<file path="config.mk">
export PLATFORM = sky130hd
export DESIGN_NAME = parity_frame_tx
export DESIGN_NICKNAME = d
export VERILOG_FILES = /design/src/rtl/parity_frame_tx.sv
export SDC_FILE = /design/constraint.sdc
export NUM_CORES = 1
export LEC_CHECK = 0
export BUFFER_PORTS_ARGS = -buffer_cell sky130_fd_sc_hd__buf_4
export CAP_MARGIN = 20
export CORE_UTILIZATION = 54
export DETAILED_ROUTE_END_ITERATION = 12
export PLACE_DENSITY = 0.86
export RECOVER_POWER = 100
export SETUP_SLACK_MARGIN = 0.5
export SYNTH_ARGS = -nofsm -noshare
export SYNTH_HDL_FRONTEND = slang
export SYNTH_SLANG_ARGS = --single-unit
export TNS_END_PERCENT = 20
</file>
<file path="constraint.sdc">
create_clock -name clk -period 3 [get_ports clk]
set_clock_uncertainty 0.2 [all_clocks]
set_input_delay 0.45 -clock clk [delete_from_list [all_inputs] [get_ports clk]]
set_output_delay 0.45 -clock clk [all_outputs]
set_load 0.005 [all_outputs]
</file>
<file path="src/rtl/parity_frame_tx.sv">
// Serial transmitter for a 16-bit word arranged as a 4x4 bit matrix.
// Frame order: start bit, 16 data bits LSB first, 4 row parities, 4 column
// parities, stop bit. An optional single-bit error can be injected into the
// transmitted data while the parity still describes the original word.
module parity_frame_tx #(
    parameter int CLKS_PER_BIT = 16
) (
    input  logic        clk,
    input  logic        rst_n,
    input  logic [15:0] data_in,
    input  logic        valid,
    input  logic        inject_en,
    input  logic [3:0]  inject_pos,
    output logic        ready,
    output logic        tx,
    output logic        busy,
    output logic        done
);

    localparam logic [15:0] LAST_CNT = 16'(CLKS_PER_BIT - 1);

    typedef enum logic [2:0] {
        IDLE,
        START,
        DATA,
        RPAR,
        CPAR,
        STOP
    } state_t;

    state_t      state, state_nxt;
    logic [15:0] cnt, cnt_nxt;
    logic [3:0]  idx, idx_nxt;
    logic [23:0] frame, frame_nxt;
    logic        tx_q, tx_nxt;
    logic        done_q, done_nxt;
    logic [3:0]  rp, cp;
    logic [15:0] inj_mask;
    logic        bit_end;

    assign inj_mask = inject_en ? (16'd1 << inject_pos) : 16'd0;
    assign bit_end  = (cnt == LAST_CNT);

    assign ready = (state == IDLE);
    assign busy  = (state != IDLE);
    assign tx    = tx_q;
    assign done  = done_q;

    // Row and column even parity of the incoming (un-injected) word
    always_comb begin
        rp = '0;
        cp = '0;
        for (int i = 0; i < 4; i++) begin
            rp[i] = ^data_in[4*i +: 4];
            cp[i] = data_in[i] ^ data_in[i+4] ^ data_in[i+8] ^ data_in[i+12];
        end
    end

    // State, counters, shift register and registered outputs; reset aborts any frame
    always_ff @(posedge clk) begin
        if (!rst_n) begin
            state  <= IDLE;
            cnt    <= '0;
            idx    <= '0;
            frame  <= '0;
            tx_q   <= 1'b1;
            done_q <= 1'b0;
        end else begin
            state  <= state_nxt;
            cnt    <= cnt_nxt;
            idx    <= idx_nxt;
            frame  <= frame_nxt;
            tx_q   <= tx_nxt;
            done_q <= done_nxt;
        end
    end

    // Next-state logic: the shift register holds {cp, rp, data}; bit 1 is the next bit to send
    always_comb begin
        state_nxt = state;
        cnt_nxt   = cnt + 16'd1;
        idx_nxt   = idx;
        frame_nxt = frame;
        tx_nxt    = tx_q;
        done_nxt  = 1'b0;
        case (state)
            IDLE: begin
                cnt_nxt = '0;
                idx_nxt = '0;
                tx_nxt  = 1'b1;
                if (valid) begin
                    state_nxt = START;
                    frame_nxt = {cp, rp, data_in ^ inj_mask};
                    tx_nxt    = 1'b0;
                end
            end
            START: begin
                if (bit_end) begin
                    cnt_nxt   = '0;
                    idx_nxt   = '0;
                    state_nxt = DATA;
                    tx_nxt    = frame[0];
                end
            end
            DATA: begin
                if (bit_end) begin
                    cnt_nxt   = '0;
                    tx_nxt    = frame[1];
                    frame_nxt = {1'b0, frame[23:1]};
                    if (idx == 4'd15) begin
                        idx_nxt   = '0;
                        state_nxt = RPAR;
                    end else begin
                        idx_nxt = idx + 4'd1;
                    end
                end
            end
            RPAR: begin
                if (bit_end) begin
                    cnt_nxt   = '0;
                    tx_nxt    = frame[1];
                    frame_nxt = {1'b0, frame[23:1]};
                    if (idx == 4'd3) begin
                        idx_nxt   = '0;
                        state_nxt = CPAR;
                    end else begin
                        idx_nxt = idx + 4'd1;
                    end
                end
            end
            CPAR: begin
                if (bit_end) begin
                    cnt_nxt = '0;
                    if (idx == 4'd3) begin
                        idx_nxt   = '0;
                        state_nxt = STOP;
                        tx_nxt    = 1'b1;
                    end else begin
                        idx_nxt   = idx + 4'd1;
                        tx_nxt    = frame[1];
                        frame_nxt = {1'b0, frame[23:1]};
                    end
                end
            end
            STOP: begin
                tx_nxt = 1'b1;
                if (bit_end) begin
                    cnt_nxt   = '0;
                    idx_nxt   = '0;
                    state_nxt = IDLE;
                    done_nxt  = 1'b1;
                end
            end
            default: begin
                state_nxt = IDLE;
                cnt_nxt   = '0;
                idx_nxt   = '0;
                tx_nxt    = 1'b1;
            end
        endcase
    end

endmodule

</file>
Word level (Yosys, flattened, before mapping):

Index checks and enable logic that the tools add are counted.

* flip-flop bits (word level): 49
* input bits: 24
* output and inout bits: 4
* logic and storage cells: 91

* $add $sub $neg: 2
* eq/ne operators: 21
* shift operators: 1
* multiplexer cells: 29
* bitwise gates (word level): 15
* reductions and logical operators: 17

Operator list (number)
* $mux 24: 4
* $pmux 24 s3: 1
* $mux 3: 9
* $mux 4: 5
* $ne 2x2->1 const B: 10
* $pmux 3 s6: 1
* $add 16x1->16 const B: 1
* $eq 16x4->1 const B: 1
* $mux 16: 1
* $reduce_xor 4->1: 4
* $shl 1x4->16 const A: 1
* $xor 16x16->16: 1
* $pmux 4 s3: 1
* $xor 1x1->1: 12
* $reduce_and 9->1: 1
* $eq 3x2->1 const B: 2
* $eq 3x3->1 const B: 2
* $mux 1: 6
* $ne 2x1->1 const B: 3
* $reduce_and 3->1: 2
* $reduce_bool 3->1: 2
* $reduce_or 2->1: 3
* $reduce_and 5->1: 1
* $reduce_or 5->1: 1
* other kinds (9): 10

Longest topological paths before layout:

Gate-level depths: netlist of run 1.

* depth in word-level cells: 5
* mapped depth: 9
* gate-level depth less buffers: 6

Worst setup path before layout of run 1:

Ideal clock, no wire load.

* path kind: register -> register
* start: reg cnt[0]
* end: reg frame[0]
* arrival time: 1867 ps
* setup slack: 805 ps
* stages on the path, launching flop included: 10
* path buffers: 3
* cells stage by stage: dfxtp_1 -> ha_1 -> and3_1 -> buf_4 -> and4_2 -> o22a_1 -> buf_4 -> nand2_1 -> clkbuf_1 -> o21ai_0

* longest elaborated chain between the ends: 3

Ends and longest elaborated chain
* start: declaration: line 32 `logic [15:0] cnt, cnt_nxt;`
* start signal: assignment: line 70 `cnt <= cnt_nxt;`
* $eq 16x4->1 *: line 42 `assign bit_end = (cnt == LAST_CNT);`
* $ne 2x1->1 (no source line) / $ne 2x2->1 (equally long branches)
* $reduce_and 5->1 (no source line) *
* end signal: assignment: line 72 `frame <= frame_nxt;`
* end: declaration: line 34 `logic [23:0] frame, frame_nxt;`

Every way passes the cells marked *; elsewhere a longest branch is shown, timed or not.
A chain may end at the register's enable or synchronous reset.

Worst setup path after layout of run 1:

* start: reg cnt[0]
* end: reg frame[6]

The elaborated chain is that of the path after synthesis.

==> results of run 1 <==
final cells by class:
type                       instances  area (sq um)  area share [%]
tap                               67          83.8            2.67
timing repair buffer              29           218            6.93
clock buffer                       5          68.8            2.19
inverter                           5          18.8           0.597
clock inverter                     3          65.1            2.07
sequential                        49           981            31.2
multi-input combinational        263          1710            54.3
flip-flops by register name, summed over array words and instances (netlist names):
| register | flops |
|---|---|
| state | 3 |
| done | 1 |
| frame | 24 |
| cnt | 16 |
| idx | 4 |
| tx | 1 |
repair_timing:
action,CTS,global route
resized for setup,0,1
hold buffers,0,0
endpoints found under the setup margin,0,16
synth_stat cells (all sizes together), types with 2 or more instances:
cell	n
dfxtp	49
nor2	33
xnor2	33
nand2	32
nand3	29
o21ai	21
xor2	21
mux2i	18
a21oi	14
clkbuf	10
o211ai	9
buf	8
nor3	8
inv	5
nand2b	5
and3	4
nand3b	4
nand4	4
nor3b	3
nor4	3
a31oi	2
and4	2
ha	2
o22ai	2
or3	2
or4	2
cells by family after synthesis:
| kind of cell | count (synthesis) |
|---|---|
| compound gates | 54 |
| xor+xnor | 54 |
| fa+ha+maj | 2 |
| buf+inv | 23 |
| flops | 49 |
| mux | 18 |
| simple gates | 135 |
metrics by stage:
stage | area [sq um] | power (mW) | setup WS, ns | hold WS, ns
floorplan | 2820 | 1.03 | 0.805 | 0.230
global placement | 3030 | 1.13 | 0.707 | 0.238
detailed placement | 3030 | 1.14 | 0.530 | 0.249
CTS | 3160 | 1.69 | 0.506 | 0.261
global route | 3140 | 1.77 | 0.311 | 0.287
finish | 3140 | 1.68 | 0.515 | 0.259
critical path, delay by kind of cell, from the launching register on:
kind	cells	cell delay, ns
AOI/OAI and AO/OA	2	0.62
adders and majority gates	1	0.22
DFF	1	0.38
and+or+nand+nor	3	0.97
path summary, 6_finish.rpt:
kind / from / slack (ns) / end
setup / recovery: cnt[0] / 0.51 / frame[6]
hold / removal: frame[18] / 0.26 / frame[18]
setup reg to reg: cnt[0] / 0.51 / frame[6]
hold reg to reg: frame[18] / 0.26 / frame[18]
power by group:
part           total [mW]  switching (mW)  internal [mW]  leakage, nW
clock               0.552           0.221          0.331       0.0681
sequential          0.756          0.0429          0.713        0.399
combinational       0.372           0.214          0.158        0.806
cell usage in the layout, fill, tap and decap left out, types with 8 or more instances in the layout:
cell,n
a21oi_1,14
buf_4,26
dfxtp_1,49
mux2i_1,18
nand2_1,32
nand3_1,29
nor2_1,32
nor3_1,8
o211ai_1,9
o21ai_0,21
xnor2_1,33
xor2_1,21
per-layer routing:
| layer | wire [um] | vias up |
|---|---|---|
| met5 | 0 | - |
| met4 | 97 | 0 |
| met3 | 207 | 13 |
| met2 | 2860 | 64 |
| met1 | 2880 | 1133 |
| li1 | - | 1192 |
==> results.yml, run 1 <==
status:
  outcome: "complete, no violations"
clock_tree:
  cts_buffers: 5
  post_cts_buffers: 0
  cts_sinks: 49
  cts_buffer_depth: 2
  clockRootBuffer: "clkbuf_8"
  htreeDepth: 2
  cts_tree: "built"
  clock_latency_ns: 0.30
  clk_pin_slew_ns: 0.09
synthesis:
  synth-seq-cells: 49
  synthArstFlopShare_pct: 0
  synthMuxAreaShare_pct: 6.39
  synthAdderAreaFrac_pct: 0.888
  syn_nets: 361
  syn_avg_cell_area_sq_um: 8.41
  synth_compound_area_share_pct: 11.3
  synth_edf_count: 0
  yosysTopAreaCell: "dfxtp_1"
  netlist.area_leader.share_pct: 34.8
  synth_ff_type: "dfxtp_1"
  synth_top_family_by_area: "simple AND/OR/NAND/NOR gates"
  ys_warn_count: 0
  ys_seq_area_share_pct: 34.8
  synthTopCellsByArea: "dfxtp_1, xnor2_1, xor2_1"
  syn_area_sq_um: 2820
  synth_cell_types: 45
  synthCells: 335
  synth_simple_gate_area_share_pct: 25.8
  synthXorXnorAreaFrac_pct: 16.8
placed_design:
  dp_hpwl_mm: 4.32
  port_buffers: 27
  place_congestion: 0.912
  place_inst: 413
cells_and_area:
  diodes: 0
  finish.utilization_pct: 64.4
  area_growth_pct: 11.5
  fillCellCount: 443
  instances_no_fill: 421
  nets: 379
  drive_above_1_share_pct: 13.0
hold_path:
  min_path_type: "flop to flop"
  worstHoldPathCells: 2
critical_path:
  cp-start-kind: "flop"
  worst-setup-path-type: "flop to flop"
  cp_slowest_cell: "dfxtp_1"
  max_stage_delay_ns: 0.38
  worstPathRequired_ns: 3.01
  cp_max_fo: 16
  end_kind: "flop"
  reg2reg_depth: 6
  path_cells: "ha_1 -> and3_1 -> and4_1 -> o22a_1 -> nand2_1 -> o21ai_0"
  cp.arrival_ns: 2.49
global_routing:
  grt_pass1_vias: 2238
  gr-total-overflow: 0
  grt_use_met1_pct: 32.5
  grt_pass1_wl_mm: 10.2
  grt_max_degree: 33
  use_met2_pct: 38.2
  top_usage_layer: "met2"
  grt_antenna_before_repair: 0
  met3_usage_pct: 3.66
  grtUsageTotal_pct: 23.9
floorplan:
  die_w_um: 74.3
  initial_utilization_pct: 57.8
  core-area_sq_um: 4880
  io_pins: 28
  rows: 25
  die_h_um: 74.3
  dieArea_sq_um: 5510
power:
  ir_drop_v: 0.000283
  p_leak_nw: 1.27
  p_per_area_nw_per_um2: 535
detailed_routing:
  vias_per_cell: 5.71
  postRouteAntennaNets: 0
  vias: 2402
  firstDrtPassIters: 5
  wl_mm: 6.04
  detail_route.iter0.violations: 129
  wire_per_inst_um: 14.4
  drc: 0
sta:
  fin_tns_setup_ns: 0
  finalCriticalPeriod_ns: 2.49
  period_share_pct: 82.8
  tightest_slew_ns: 0.515
  rsz0062_at_grt: "false"
  drv_slew: 0
  fmax_ghz: 0.402
  setup_viol: 0
  slew_headroom_pct: 65.6
  hold_violations: 0
job:
  cap_violations: 0
No activity file was read; power rests on OpenSTA's default activity.
==> inputs of run 2 (changes only) <==
--- a/config.mk
+++ b/config.mk
@@ -5,6 +5,7 @@
 export SDC_FILE = /design/constraint.sdc
 export NUM_CORES = 1
 export LEC_CHECK = 0
+export ABC_AREA = 1
 export BUFFER_PORTS_ARGS = -buffer_cell sky130_fd_sc_hd__buf_4
 export CAP_MARGIN = 20
 export CORE_UTILIZATION = 54
==> constraint.sdc (replaced) <==
create_clock -name clk -period 2.4 [get_ports clk]
set_clock_uncertainty 0.2 [all_clocks]
set_input_delay 0.36 -clock clk [delete_from_list [all_inputs] [get_ports clk]]
set_output_delay 0.36 -clock clk [all_outputs]
set_load 0.005 [all_outputs]
==> run 2 against run 1 <==
Against the previous run:
- critical endpoint is now frame[1]
- die area up 8.4%
- synthesized area up 8.6%
- synthesized cell count up 37%
- register-to-register slack worse by 0.14 ns
- sequential power up 53%
- largest cell class unchanged
- count of clock-buffer cells in the layout unchanged
- clock power down 18%
- non-clock buffer count up 12
- largest power group is now combinational logic
- fmax up 23%
- flip-flop and latch count unchanged
- global-route usage up 1.3 points
- worst hold slack better by 0.0083 ns
==> results.yml, run 2 <==
status:
  outcome: "complete, no violations"
cells_and_area:
  top_register: "frame"
  nets: 517
  largest_register_ffs: 24
  top_regs: "frame: 24 flops, cnt: 16 flops, idx: 4 flops"
  layout_commonest_cell: "nand2_1"
  diodes: 0
  drive_above_1_share_pct: 17.6
  area_growth_pct: 14.7
  layout_common_cells: "nand2_1, nor2_1, dfxtp_1, nand3_1, buf_4"
power:
  p_per_area_nw_per_um2: 956
  switchingPower_mw: 1.43
  power.internal_mw: 1.93
  swShare_pct: 42.5
  pwr-share-seq_pct: 34.5
  ir_drop_v: 0.000483
  fin_total_pwr_mw: 3.35
  p_leak_nw: 1.55
  power.share.clock_pct: 13.5
  power_frac_comb_pct: 52.0
detailed_routing:
  firstDrtPassIters: 4
  drc: 0
  wl_met1_mm: 3.11
  wire_per_inst_um: 13.0
  vias_per_cell: 5.42
  postRouteAntennaNets: 0
  vias: 3047
  detail_route.iter0.violations: 267
  top_layer: "met4"
  wl_met3_um: 380
  wl_mm: 7.32
  met2_length_mm: 3.64
critical_path:
  cp_common_cell: "nand2_1"
  cp-start-kind: "flop"
  end_kind: "flop"
  max_stage_delay_ns: 0.35
  cp_slowest_cell: "dfxtp_1"
  worst-setup-path-type: "flop to flop"
  cp_max_fo: 5
  reg2reg_depth: 12
  path_cells: "ha_1 -> nand3_1 -> nor2_1 -> nand2_1 -> nand2_2 -> nand2_4 -> nor2_8 -> clkbuf_4 -> buf_4 -> nand2_1 -> nand2_1 -> nor2_1"
  cp.arrival_ns: 2.03
  worstPathRequired_ns: 2.41
synthesis:
  yosysMostFrequentCell: "nand2_1"
  synth_ff_type: "dfxtp_1"
  ys_warn_count: 0
  synth_cell_types: 36
  synthTopCellsByArea: "dfxtp_1, nand2_1, nor2_1"
  netlist.area_leader.share_pct: 32.0
  syn_avg_cell_area_sq_um: 6.68
  yosysTopAreaCell: "dfxtp_1"
  ys_seq_area_share_pct: 32.0
  netlist_top_cells_count: "nand2_1, nor2_1, dfxtp_1"
  synth_edf_count: 0
  syn_nets: 484
  syn_area_sq_um: 3060
  synth-seq-cells: 49
  synthCells: 458
  synthArstFlopShare_pct: 0
sta:
  layout_setup_ws_ns: 0.372
  finalCriticalPeriod_ns: 2.03
  drv_slew: 0
  hold_violations: 0
  period_share_pct: 84.5
  slew_headroom_pct: 74.0
  tightest_slew_ns: 0.389
  fmax_ghz: 0.493
  setup_viol: 0
  fin_tns_setup_ns: 0
  rsz0062_at_grt: "true"
clock_tree:
  cts_tree: "built"
  clockRootBuffer: "clkbuf_8"
  cts_sinks: 49
  htreeDepth: 2
  clk_pin_slew_ns: 0.09
  clock_latency_ns: 0.30
  postCtsHoldBufs: 0
  cts_buffers: 5
  cts_buffer_depth: 2
floorplan:
  core-area_sq_um: 5470
  rows: 27
  initial_utilization_pct: 55.9
  io_pins: 28
  dieArea_sq_um: 5980
  die_h_um: 77.3
  die_w_um: 77.3
global_routing:
  grt_pass1_wl_mm: 12.1
  gr-total-overflow: 0
  grt_antenna_before_repair: 0
  grt_max_degree: 36
  grtUsageTotal_pct: 25.1
  grt_pass1_vias: 2696
placed_design:
  dp_hpwl_mm: 5.09
  place_congestion: 0.941
  dp_slack_ns: 0.377
  port_buffers: 27
hold_path:
  worstHoldPathCells: 3
  min_path_type: "input pin to flop"
job:
  cap_violations: 0
==> run 2: critical path, delay by kind of cell, from the launching register on <==
kind / cells / cell delay [ns]
AND/OR/NAND/NOR: 9 / 0.90
flip-flops: 1 / 0.35
buffers and inverters: 2 / 0.26
adder cells (fa/ha/maj): 1 / 0.21
==> run 2: power groups by stage <==
stage                     combinational [mW]  clock, mW  sequential, mW
after CTS                               1.69      0.459            1.15
after global routing                    1.95      0.495            1.18
final                                   1.74      0.454            1.16
after global placement                  1.49          0            1.16
after floorplan                         1.27          0            1.12
after detailed placement                1.53          0            1.16
==> run 2: worst paths after layout <==
kind / start / end / slack [ns]
max: cnt[1] / frame[1] / 0.37
min: rst_n / state[2] / 0.27
max reg2reg: cnt[1] / frame[1] / 0.37
min reg2reg: frame[7] / frame[7] / 0.29
==> run 2: layout make-up <==
cell class                      count  area, sq um
Tap cell                           72         90.1
Clock buffer                        5         68.8
Multi-Input combinational cell    363         1900
Inverter                           31          119
Clock inverter                      1         5.00
Timing Repair Buffer               41          342
Sequential cell                    49          991
Fill cell                         478         1960
==> run 2: what timing repair did <==
item	in CTS	in global routing
gates cloned	1	0
resized for setup	7	23
pin swaps	2	6
endpoints found under the setup margin	31	39
setup buffers	3	6
==> run 2: logic make-up after synthesis <==
logic type / Yosys count / share of synthesized area (%)
and+or+nand+nor: 275 / 41.6
AOI/OAI and AO/OA: 59 / 10.4
DFF: 49 / 32.0
buffers and inverters: 46 / 7.40
xor gates and xnor gates: 27 / 7.72
adders and majority gates: 2 / 0.817
==> run 2: stage by stage <==
step	hold WS, ns	instances	utilization (%)	cell area, sq um
floorplan	0.218	458	-	3060
global placement	0.231	546	60.1	3290
detailed placement	0.236	546	60.1	3290
CTS	0.255	556	62.7	3430
global route	0.274	562	64.2	3510
finish	0.267	562	64.2	3510
==> run 2: per-layer routing <==
metal,global-route usage (%),up-vias
li1,-,1538
met1,30.0,1383
met2,42.9,110
met3,4.88,16
met4,11.9,0
met5,0,-
